--- config.mk ---
export PLATFORM = sky130hd
export DESIGN_NAME = bcd_time_counter
export DESIGN_NICKNAME = d
export VERILOG_FILES = /design/src/rtl/bcd_time_counter.sv
export SDC_FILE = /design/constraint.sdc
export NUM_CORES = 1
export LEC_CHECK = 0
export BUFFER_PORTS_ARGS = -buffer_cell sky130_fd_sc_hd__buf_2
export CORE_MARGIN = 5
export CORE_UTILIZATION = 59
export CTS_CLUSTER_SIZE = 30
export DETAILED_ROUTE_END_ITERATION = 6
export PLACE_DENSITY = 0.84
export REMOVE_ABC_BUFFERS = 1
export SLEW_MARGIN = 40
export SYNTH_ARGS = -nofsm -noshare
export SYNTH_HDL_FRONTEND = slang
export SYNTH_SLANG_ARGS = --single-unit
--- constraint.sdc ---
create_clock -name clk -period 3.8 [get_ports clk]
set_clock_uncertainty 0.1 [all_clocks]
set_input_delay 0.19 -clock clk [delete_from_list [all_inputs] [get_ports clk]]
set_output_delay 0.19 -clock clk [all_outputs]
set_load 0.005 [all_outputs]
--- src/rtl/bcd_time_counter.sv ---
// rtl/bcd_time_counter.sv - BCD hh:mm:ss time-of-day counter with 1 Hz prescaler and MSF load
//
// Free-running 24 h BCD clock. A prescaler divides clk by CLK_HZ to produce
// the one-second advance. The MSF decoder loads hours and minutes at each
// minute marker; an accepted load zeroes the seconds and restarts the
// prescaler so the count stays aligned to the minute boundary.
//
// Ports:
//   clk, rst_n                 clock, asynchronous active-low reset
//   load_i                     one-cycle load strobe
//   load_hour_h_i/_l_i         BCD hours to load (00-23)
//   load_min_h_i/_l_i          BCD minutes to load (00-59)
//   hour_h/l_digit_o           BCD hours
//   min_h/l_digit_o            BCD minutes
//   sec_h/l_digit_o            BCD seconds
//   sec_tick_o                 registered pulse on each seconds increment
//   time_valid_o               sticky: a load has been accepted since reset
//   load_err_o                 registered pulse: load rejected

module bcd_time_counter #(
  parameter int CLK_HZ = 32768
) (
  input  logic       clk,
  input  logic       rst_n,
  input  logic       load_i,
  input  logic [1:0] load_hour_h_i,
  input  logic [3:0] load_hour_l_i,
  input  logic [2:0] load_min_h_i,
  input  logic [3:0] load_min_l_i,
  output logic [1:0] hour_h_digit_o,
  output logic [3:0] hour_l_digit_o,
  output logic [2:0] min_h_digit_o,
  output logic [3:0] min_l_digit_o,
  output logic [2:0] sec_h_digit_o,
  output logic [3:0] sec_l_digit_o,
  output logic       sec_tick_o,
  output logic       time_valid_o,
  output logic       load_err_o
);

  localparam int            PW         = $clog2(CLK_HZ);
  localparam logic [PW-1:0] PRESC_LAST = PW'(CLK_HZ - 1);

  logic [PW-1:0] presc_q, presc_d;
  logic [1:0]    hour_h_q, hour_h_d;
  logic [3:0]    hour_l_q, hour_l_d;
  logic [2:0]    min_h_q, min_h_d;
  logic [3:0]    min_l_q, min_l_d;
  logic [2:0]    sec_h_q, sec_h_d;
  logic [3:0]    sec_l_q, sec_l_d;
  logic          tick_q, tick_d;
  logic          valid_q, valid_d;
  logic          err_q, err_d;

  logic load_ok;
  logic accept;
  logic reject;
  logic terminal;
  logic advance;

  // Per-digit rollover conditions feeding the carry chain.
  logic sec_l_last;
  logic sec_h_last;
  logic min_l_last;
  logic min_h_last;
  logic hour_l_last;
  logic day_last;

  // Hours tens of 3 is representable on 2 bits but is never a valid hour,
  // and tens = 2 restricts units to 0-3.
  always_comb begin
    load_ok = (load_min_l_i <= 4'd9) &&
              (load_min_h_i <= 3'd5) &&
              (load_hour_l_i <= 4'd9) &&
              ((load_hour_h_i < 2'd2) ||
               ((load_hour_h_i == 2'd2) && (load_hour_l_i <= 4'd3)));
  end

  assign accept   = load_i && load_ok;
  assign reject   = load_i && !load_ok;
  assign terminal = (presc_q == PRESC_LAST);
  // An accepted load owns the cycle; a rejected one leaves the tick alone.
  assign advance  = terminal && !accept;

  assign sec_l_last  = (sec_l_q == 4'd9);
  assign sec_h_last  = (sec_h_q == 3'd5);
  assign min_l_last  = (min_l_q == 4'd9);
  assign min_h_last  = (min_h_q == 3'd5);
  assign hour_l_last = (hour_l_q == 4'd9);
  assign day_last    = (hour_h_q == 2'd2) && (hour_l_q == 4'd3);

  always_comb begin
    presc_d  = presc_q;
    hour_h_d = hour_h_q;
    hour_l_d = hour_l_q;
    min_h_d  = min_h_q;
    min_l_d  = min_l_q;
    sec_h_d  = sec_h_q;
    sec_l_d  = sec_l_q;
    tick_d   = 1'b0;
    valid_d  = valid_q;
    err_d    = reject;

    if (accept) begin
      presc_d  = '0;
      hour_h_d = load_hour_h_i;
      hour_l_d = load_hour_l_i;
      min_h_d  = load_min_h_i;
      min_l_d  = load_min_l_i;
      sec_h_d  = 3'd0;
      sec_l_d  = 4'd0;
      valid_d  = 1'b1;
    end else if (advance) begin
      presc_d = '0;
      tick_d  = 1'b1;

      sec_l_d = sec_l_last ? 4'd0 : sec_l_q + 4'd1;

      if (sec_l_last) begin
        sec_h_d = sec_h_last ? 3'd0 : sec_h_q + 3'd1;
      end

      if (sec_l_last && sec_h_last) begin
        min_l_d = min_l_last ? 4'd0 : min_l_q + 4'd1;
        if (min_l_last) begin
          min_h_d = min_h_last ? 3'd0 : min_h_q + 3'd1;
        end

        // Hour carry: 23 wraps to 00, otherwise units 9 rolls into tens.
        if (min_l_last && min_h_last) begin
          if (day_last) begin
            hour_h_d = 2'd0;
            hour_l_d = 4'd0;
          end else if (hour_l_last) begin
            hour_h_d = hour_h_q + 2'd1;
            hour_l_d = 4'd0;
          end else begin
            hour_l_d = hour_l_q + 4'd1;
          end
        end
      end
    end else begin
      presc_d = presc_q + PW'(1);
    end
  end

  always_ff @(posedge clk or negedge rst_n) begin
    if (!rst_n) begin
      presc_q  <= '0;
      hour_h_q <= 2'd0;
      hour_l_q <= 4'd0;
      min_h_q  <= 3'd0;
      min_l_q  <= 4'd0;
      sec_h_q  <= 3'd0;
      sec_l_q  <= 4'd0;
      tick_q   <= 1'b0;
      valid_q  <= 1'b0;
      err_q    <= 1'b0;
    end else begin
      presc_q  <= presc_d;
      hour_h_q <= hour_h_d;
      hour_l_q <= hour_l_d;
      min_h_q  <= min_h_d;
      min_l_q  <= min_l_d;
      sec_h_q  <= sec_h_d;
      sec_l_q  <= sec_l_d;
      tick_q   <= tick_d;
      valid_q  <= valid_d;
      err_q    <= err_d;
    end
  end

  assign hour_h_digit_o = hour_h_q;
  assign hour_l_digit_o = hour_l_q;
  assign min_h_digit_o  = min_h_q;
  assign min_l_digit_o  = min_l_q;
  assign sec_h_digit_o  = sec_h_q;
  assign sec_l_digit_o  = sec_l_q;
  assign sec_tick_o     = tick_q;
  assign time_valid_o   = valid_q;
  assign load_err_o     = err_q;

endmodule
==> flow_metrics.tcl, run 1 <==
set metrics [dict create \
    setup_violations 0 \
    core_mm2 0.00339 \
    grt_max_degree 39 \
    port_buffers 38 \
    dpl.cell_count 307 \
    fp.dieArea_mm2 0.00484 \
    place.gp.congestion 0.830 \
    htree_levels 2 \
    syn_avg_cell_area_um2 9.19 \
    tightest_slew_ps 738 \
    ys_seq_area_frac 0.454 \
    async_reset_ff_frac 1.00 \
    path_class "flip-flop to flip-flop" \
    netlist_instances 228 \
    cp_max_fo 11 \
    synth_edf_count 0 \
    drv_cap 0 \
    rows 21 \
    fin_crit_sh 0.630 \
    wl_mm 4.44 \
    clk_latency_ps 350 \
    globalRouteOverflowTotal 0 \
    postCtsHoldBufs 8 \
    cts_root_buf "clkbuf_4" \
    hold_viol_final 0 \
    clockBufferDepth 2 \
    slowest_delay_ps 570 \
    grt_setup_unrepaired "false" \
    wire_per_inst_um 13.8 \
    instances_no_fill 322 \
    cp.arrival_ps 2540 \
    worstSetupStartpointType "flip-flop" \
    syn_area_mm2 0.00209 \
    clk_pin_slew_worst_paths_ps 100 \
    start_util 0.618 \
    required_ps 3950 \
    crit_slowest_cell "or4_1" \
    vias_per_cell 5.50 \
    cts_buffers 5 \
    setup.worst_path.end_class "flip-flop" \
    ios 39 \
    synthTopCellsByArea "dfrtp_1, nor2_1, nand2_1" \
    n_antenna_cell 0 \
    final.setup.tns_ps 0 \
    vias 1772 \
    synth_seq_cells 38 \
    clock_sinks 38 \
    slew_headroom 0.508 \
    hold_class "input pin to flip-flop" \
    grt_pass1_wl_mm 7.73 \
    drc 0 \
    hold_slack_ps 6.12 \
    synth-main-ff-cell "dfrtp_1" \
    cts_tree "done" \
    power_uw 981 \
    cts_resized 0 \
    yosysWarnings 0 \
    synth.most_common_cell "nor2_1" \
    vdd.ir_drop.worst_uv 245 \
    nets 298 \
    drv_slew 0 \
    dp_hpwl_mm 3.16 \
    p_leak_uw 0.00114 \
    p_per_area_mw_per_mm2 397 \
    path_cells "ha_1 > nand3b_1 > nor4_4 > nand4_1 > or4_1 > o221a_2" \
    status "complete, no violations" \
    track_usage 0.198 \
    dieHeight_um 69.6 \
    drive_above_1_share 0.199 \
    post-cts-setup-buffer-count 0 \
    synth_top_area_frac 0.454 \
    synth_commonest_cells "nor2_1, dfrtp_1, nand2_1" \
    max_freq_ghz 0.418 \
    areaGrowthSynthToFinish_pct 18.0 \
    die_w_um 69.6 \
    drt_iter0_drc 101 \
    grt_pass1_vias 1675 \
    path_delay_family "simple AND/OR/NAND/NOR gates" \
    dr.pass1.iters 4 \
    crit_buf_inv 0 \
    antenna_found_initial 0 \
    period_needed_ps 2390 \
    yosys.cell_types.count 42 \
    yosysTopAreaCell "dfrtp_1" \
    antenna_left 0 \
]
## worst min-delay path: cells and delay by family
| kind | cells | cell delay (ps) |
|---|---|---|
| buffers and inverters | 1 | 110 |
| AND/OR/NAND/NOR | 1 | 90 |
| AO/OA/AOI/OAI | 1 | 40 |
## layout make-up
cell class / count / area [um^2]
clock buffer: 6 / 51.3
fill: 250 / 918
inverter: 7 / 26.3
multi-input combinational: 176 / 1090
sequential: 38 / 951
tap: 46 / 57.6
timing repair buffer: 49 / 298
## power by group
group / switching [uW] / total [uW] / internal (uW)
Clock: 127 / 211 / 83.3
Combinational: 113 / 230 / 116
Sequential: 76.2 / 540 / 464
## cells by family (layout without fill, tap and decap cells)
logic type,after synthesis,count (layout),share of synthesized area
AO/OA/AOI/OAI,32,32,0.0968
XOR/XNOR,16,16,0.0669
adder cells (fa/ha/maj),5,5,0.0299
buffers and inverters,14,62,0.0269
flip-flops,38,38,0.454
multiplexers,4,4,0.0191
AND/OR/NAND/NOR,119,119,0.306
## sequential cells by signal, summed over array words and instances (netlist names)
signal	count
hour_h_digit_o	2
hour_l_digit_o	4
load_err_o	1
min_h_digit_o	3
min_l_digit_o	4
presc_q	15
sec_h_digit_o	3
sec_l_digit_o	4
sec_tick_o	1
time_valid_o	1
## stage by stage
| step | util | worst slack, ps | instance area (um^2) |
|---|---|---|---|
| after floorplan | - | 1050 | 2060 |
| after global placement | 0.687 | 1480 | 2330 |
| after detailed placement | 0.687 | 1430 | 2330 |
| after CTS | 0.725 | 1410 | 2460 |
| after global routing | 0.729 | 1220 | 2470 |
| final | 0.729 | 1410 | 2470 |
## per-layer routing
| layer | part of all wire | vias up | track usage |
|---|---|---|---|
| li1 | - | 900 | - |
| met1 | 0.47 | 822 | 0.255 |
| met2 | 0.46 | 42 | 0.316 |
| met3 | 0.055 | 8 | 0.0464 |
| met4 | 0.021 | 0 | 0.0911 |
| met5 | 0 | - | 0 |
## worst paths after layout
path                                              start                            end  slack, ps  cells after the start
setup reg to reg           sec_l_digit_o[0]$_DFFE_PN0P_  hour_h_digit_o[1]$_DFFE_PN0P_       1410                      6
hold reg to reg                time_valid_o$_DFFE_PN0P_       time_valid_o$_DFFE_PN0P_        380                      1
min in group asynchronous                         rst_n           presc_q[3]$_DFF_PN0_        230                      2
max in group asynchronous                         rst_n          presc_q[12]$_DFF_PN0_       3040                      2
setup / recovery           sec_l_digit_o[0]$_DFFE_PN0P_  hour_h_digit_o[1]$_DFFE_PN0P_       1410                      6
hold / removal                         load_hour_l_i[3]  hour_l_digit_o[3]$_DFFE_PN0P_          6                      3
## cells in the final DEF (no fill, tap or decap), types with 2 or more instances in the layout
| cell type | instances |
|---|---|
| dfrtp_1 | 38 |
| nor2b_1 | 4 |
| or3_1 | 5 |
| nand2b_1 | 3 |
| nand4_1 | 5 |
| dlygate4sd3_1 | 9 |
| or4_1 | 4 |
| xor2_1 | 9 |
| nor2_1 | 39 |
| o221a_2 | 2 |
| clkbuf_4 | 5 |
| inv_1 | 7 |
| a31oi_1 | 10 |
| o21ai_0 | 2 |
| a21oi_1 | 5 |
| o21ai_1 | 8 |
| nor4_1 | 2 |
| and3_1 | 4 |
| mux2i_1 | 4 |
| buf_2 | 37 |
| ha_1 | 5 |
| xnor2_1 | 7 |
| nand4bb_1 | 2 |
| nor3_1 | 6 |
| buf_4 | 3 |
| nand3_1 | 9 |
| nand3b_1 | 2 |
| nand2_1 | 23 |
Power figures use the tool's default switching activity.
==> run 2, diff against run 1 <==
- ABC_AREA: not set -> 1
- CORE_UTILIZATION: 59 -> 50
- PLACE_DENSITY: 0.84 -> 0.75
- clock period: 3.8 -> 2 ns (I/O delays scaled with it)
==> run 2 against run 1 <==
  * Die area increased by 24%
  * Via count up 15%
  * Non-clock buffer count fell by 6
  * Global-route usage fell by 3.2 points
  * Clock power rose to 3.0 times the previous value
  * Sequential cell count is the same
  * Worst setup slack worse by 1200 ps
  * Count of clock-buffer cells in the layout increased by 1
  * Design area grew 7.1%
  * Power rose to 2.6 times the previous value
  * Final cell count up 26%
==> flow_metrics.tcl, run 2 <==
set metrics [dict create \
    areaGrowthSynthToFinish_pct 16.1 \
    final_common_cell "nand2_1" \
    pwr-share-clk 0.247 \
    fill_cells 391 \
    drv_slew 0 \
    power_switching_uw 901 \
    dp_hpwl_mm 3.59 \
    grt_pass1_wl_mm 8.35 \
    cts_root_buf "clkbuf_8" \
    slowest_delay_ps 420 \
    hold_class "input pin to flip-flop" \
    synth_edf_count 0 \
    timing.final.ws_setup_ps 235 \
    clk_pin_slew_worst_paths_ps 70 \
    globalRouteOverflowTotal 0 \
    drt_iter0_drc 116 \
    synth_fa_ha_area_frac 0.0275 \
    synth-xor-area-share 0.0423 \
    antenna_left 0 \
    netlist_instances 308 \
    setup_violations 0 \
    drv_cap 0 \
    seq_power_share 0.437 \
    post-cts-setup-buffer-count 0 \
    required_ps 2080 \
    fp.dieArea_mm2 0.00601 \
    hold_viol_final 0 \
    crit_slowest_cell "dfrtp_1" \
    syn_avg_cell_area_um2 7.40 \
    wl_mm 4.78 \
    synth_top_area_frac 0.417 \
    track_usage 0.166 \
    instances_no_fill 406 \
    synth_top_family_by_area "simple AND/OR/NAND/NOR gates" \
    clk_latency_ps 290 \
    final_cell_mix "nand2_1, inv_1, dfrtp_1" \
    synthSimpleGateAreaFrac 0.370 \
    syn_area_mm2 0.00228 \
    yosysTopAreaCell "dfrtp_1" \
    path_delay_family "simple AND/OR/NAND/NOR gates" \
    clockBufferDepth 2 \
    path_class "flip-flop to flip-flop" \
    preCtsSetupSlack_ps 245 \
    slew_headroom 0.688 \
    largest_register_ffs 15 \
    cpMostUsedCell "nand2_1" \
    vias_per_cell 5.00 \
    antenna_found_initial 0 \
    cts_tree "done" \
    combPwrFrac 0.316 \
    cts_buffers 5 \
    grt_pass1_vias 1883 \
    nets 374 \
    yosys.cell_types.count 31 \
    synth_commonest_cells "nand2_1, inv_1, dfrtp_1" \
    htree_levels 2 \
    period_needed_ps 1770 \
    crit_buf_inv 2 \
    port_buffers 38 \
    path_cells "inv_1 > ha_1 > nand3_1 > inv_1 > nand2_1 > o21ai_2 > nand2_1 > nand2_1 > nand2_1" \
    yosysWarnings 0 \
    die_w_um 77.5 \
    start_util 0.520 \
    grt_setup_unrepaired "false" \
    synth_mux_area_frac 0.00439 \
    top_register "presc_q" \
    async_reset_ff_frac 1.00 \
    multiInputGateArea_mm2 0.00114 \
    final.setup.tns_ps 0 \
    clock_sinks 38 \
    p_sw_frac 0.350 \
    n_antenna_cell 0 \
    p_leak_uw 0.00147 \
    ys_seq_area_frac 0.417 \
    register_area_um2 951 \
    cts_resized 0 \
    p_int_uw 1670 \
    drive_above_1_share 0.181 \
    place.gp.congestion 0.882 \
    dpl.cell_count 396 \
    synth_compound_area_frac 0.0560 \
    max_freq_ghz 0.567 \
    dr.pass1.iters 4 \
    design_area_mm2 0.00265 \
    wire_per_inst_um 11.8 \
    rows 24 \
    fin_crit_sh 0.883 \
    drc 0 \
    cp.arrival_ps 1850 \
    dieHeight_um 77.5 \
    vias 2030 \
    hold_slack_ps 43.4 \
    synth.most_common_cell "nand2_1" \
    p_per_area_mw_per_mm2 972 \
    ios 39 \
    synth-main-ff-cell "dfrtp_1" \
    placed_area_mm2 0.00252 \
    core_mm2 0.00438 \
    status "complete, no violations" \
    setup.worst_path.end_class "flip-flop" \
    worstSetupStartpointType "flip-flop" \
    grt_max_degree 39 \
    cp_max_fo 4 \
    tightest_slew_ps 468 \
    synth_seq_cells 38 \
    vdd.ir_drop.worst_uv 658 \
    synthTopCellsByArea "dfrtp_1, nand2_1, nand3_1" \
]
## run 2: power by group through the flow
stage,Clock (uW),Combinational [uW],Sequential [uW]
2_1_floorplan,0,557,1110
3_3_place_gp,0,796,1130
3_5_place_dp,0,813,1130
4_1_cts,651,823,1120
5_1_grt,685,957,1150
6_report,636,812,1120
## run 2: logic make-up after synthesis
kind of cell / Yosys count
simple gates: 187
compound gates: 21
xor+xnor: 11
flops: 38
fa+ha+maj: 5
mux: 1
buf+inv: 45
## run 2: what timing repair did
action / CTS / global route
endpoints found under the setup margin: 0 / 0
hold buffers: 2 / 0
hold endpoints to repair: 39 / 0
## run 2: path summary, 6_finish.rpt
path / startpoint / endpoint / slack (ps) / cells past startpoint
worst max-delay path: sec_l_digit_o[1]$_DFFE_PN0P_ / hour_l_digit_o[3]$_DFFE_PN0P_ / 230 / 9
worst min-delay path: load_min_l_i[2] / min_l_digit_o[2]$_DFFE_PN0P_ / 40 / 5
worst max register to register: sec_l_digit_o[1]$_DFFE_PN0P_ / hour_l_digit_o[3]$_DFFE_PN0P_ / 230 / 9
worst min register to register: presc_q[0]$_DFF_PN0_ / presc_q[0]$_DFF_PN0_ / 370 / 1
max in group asynchronous: rst_n / hour_l_digit_o[3]$_DFFE_PN0P_ / 1270 / 2
min in group asynchronous: rst_n / sec_tick_o$_DFF_PN0_ / 210 / 2
## run 2: worst register-to-register path: stages, from the launching register on
cell,delay (ps)
dfrtp_1,420
inv_1,90
ha_1,140
nand3_1,150
inv_1,110
nand2_1,130
o21ai_2,220
nand2_1,150
nand2_1,90
nand2_1,50
## run 2: area by class of cell
class / instances / area share
sequential: 38 / 0.359
tap: 52 / 0.0246
multi-input combinational: 225 / 0.430
inverter: 40 / 0.0567
timing repair buffer: 43 / 0.0889
clock inverter: 1 / 0.0113
clock buffer: 7 / 0.0288
## run 2: through the flow
stage / utilization / power [uW]
3_3_place_gp: 0.574 / 1920
6_report: 0.604 / 2570
5_1_grt: 0.604 / 2790
2_1_floorplan: - / 1660
3_5_place_dp: 0.575 / 1950
4_1_cts: 0.604 / 2590
## run 2: layer usage
metal  GRT usage  vias up  part of all wire
li1            -     1067                 -
met2       0.279       30              0.47
met1       0.216      927              0.48
met5           0        -                 0
met4      0.0464        0             0.012
met3      0.0370        6             0.033
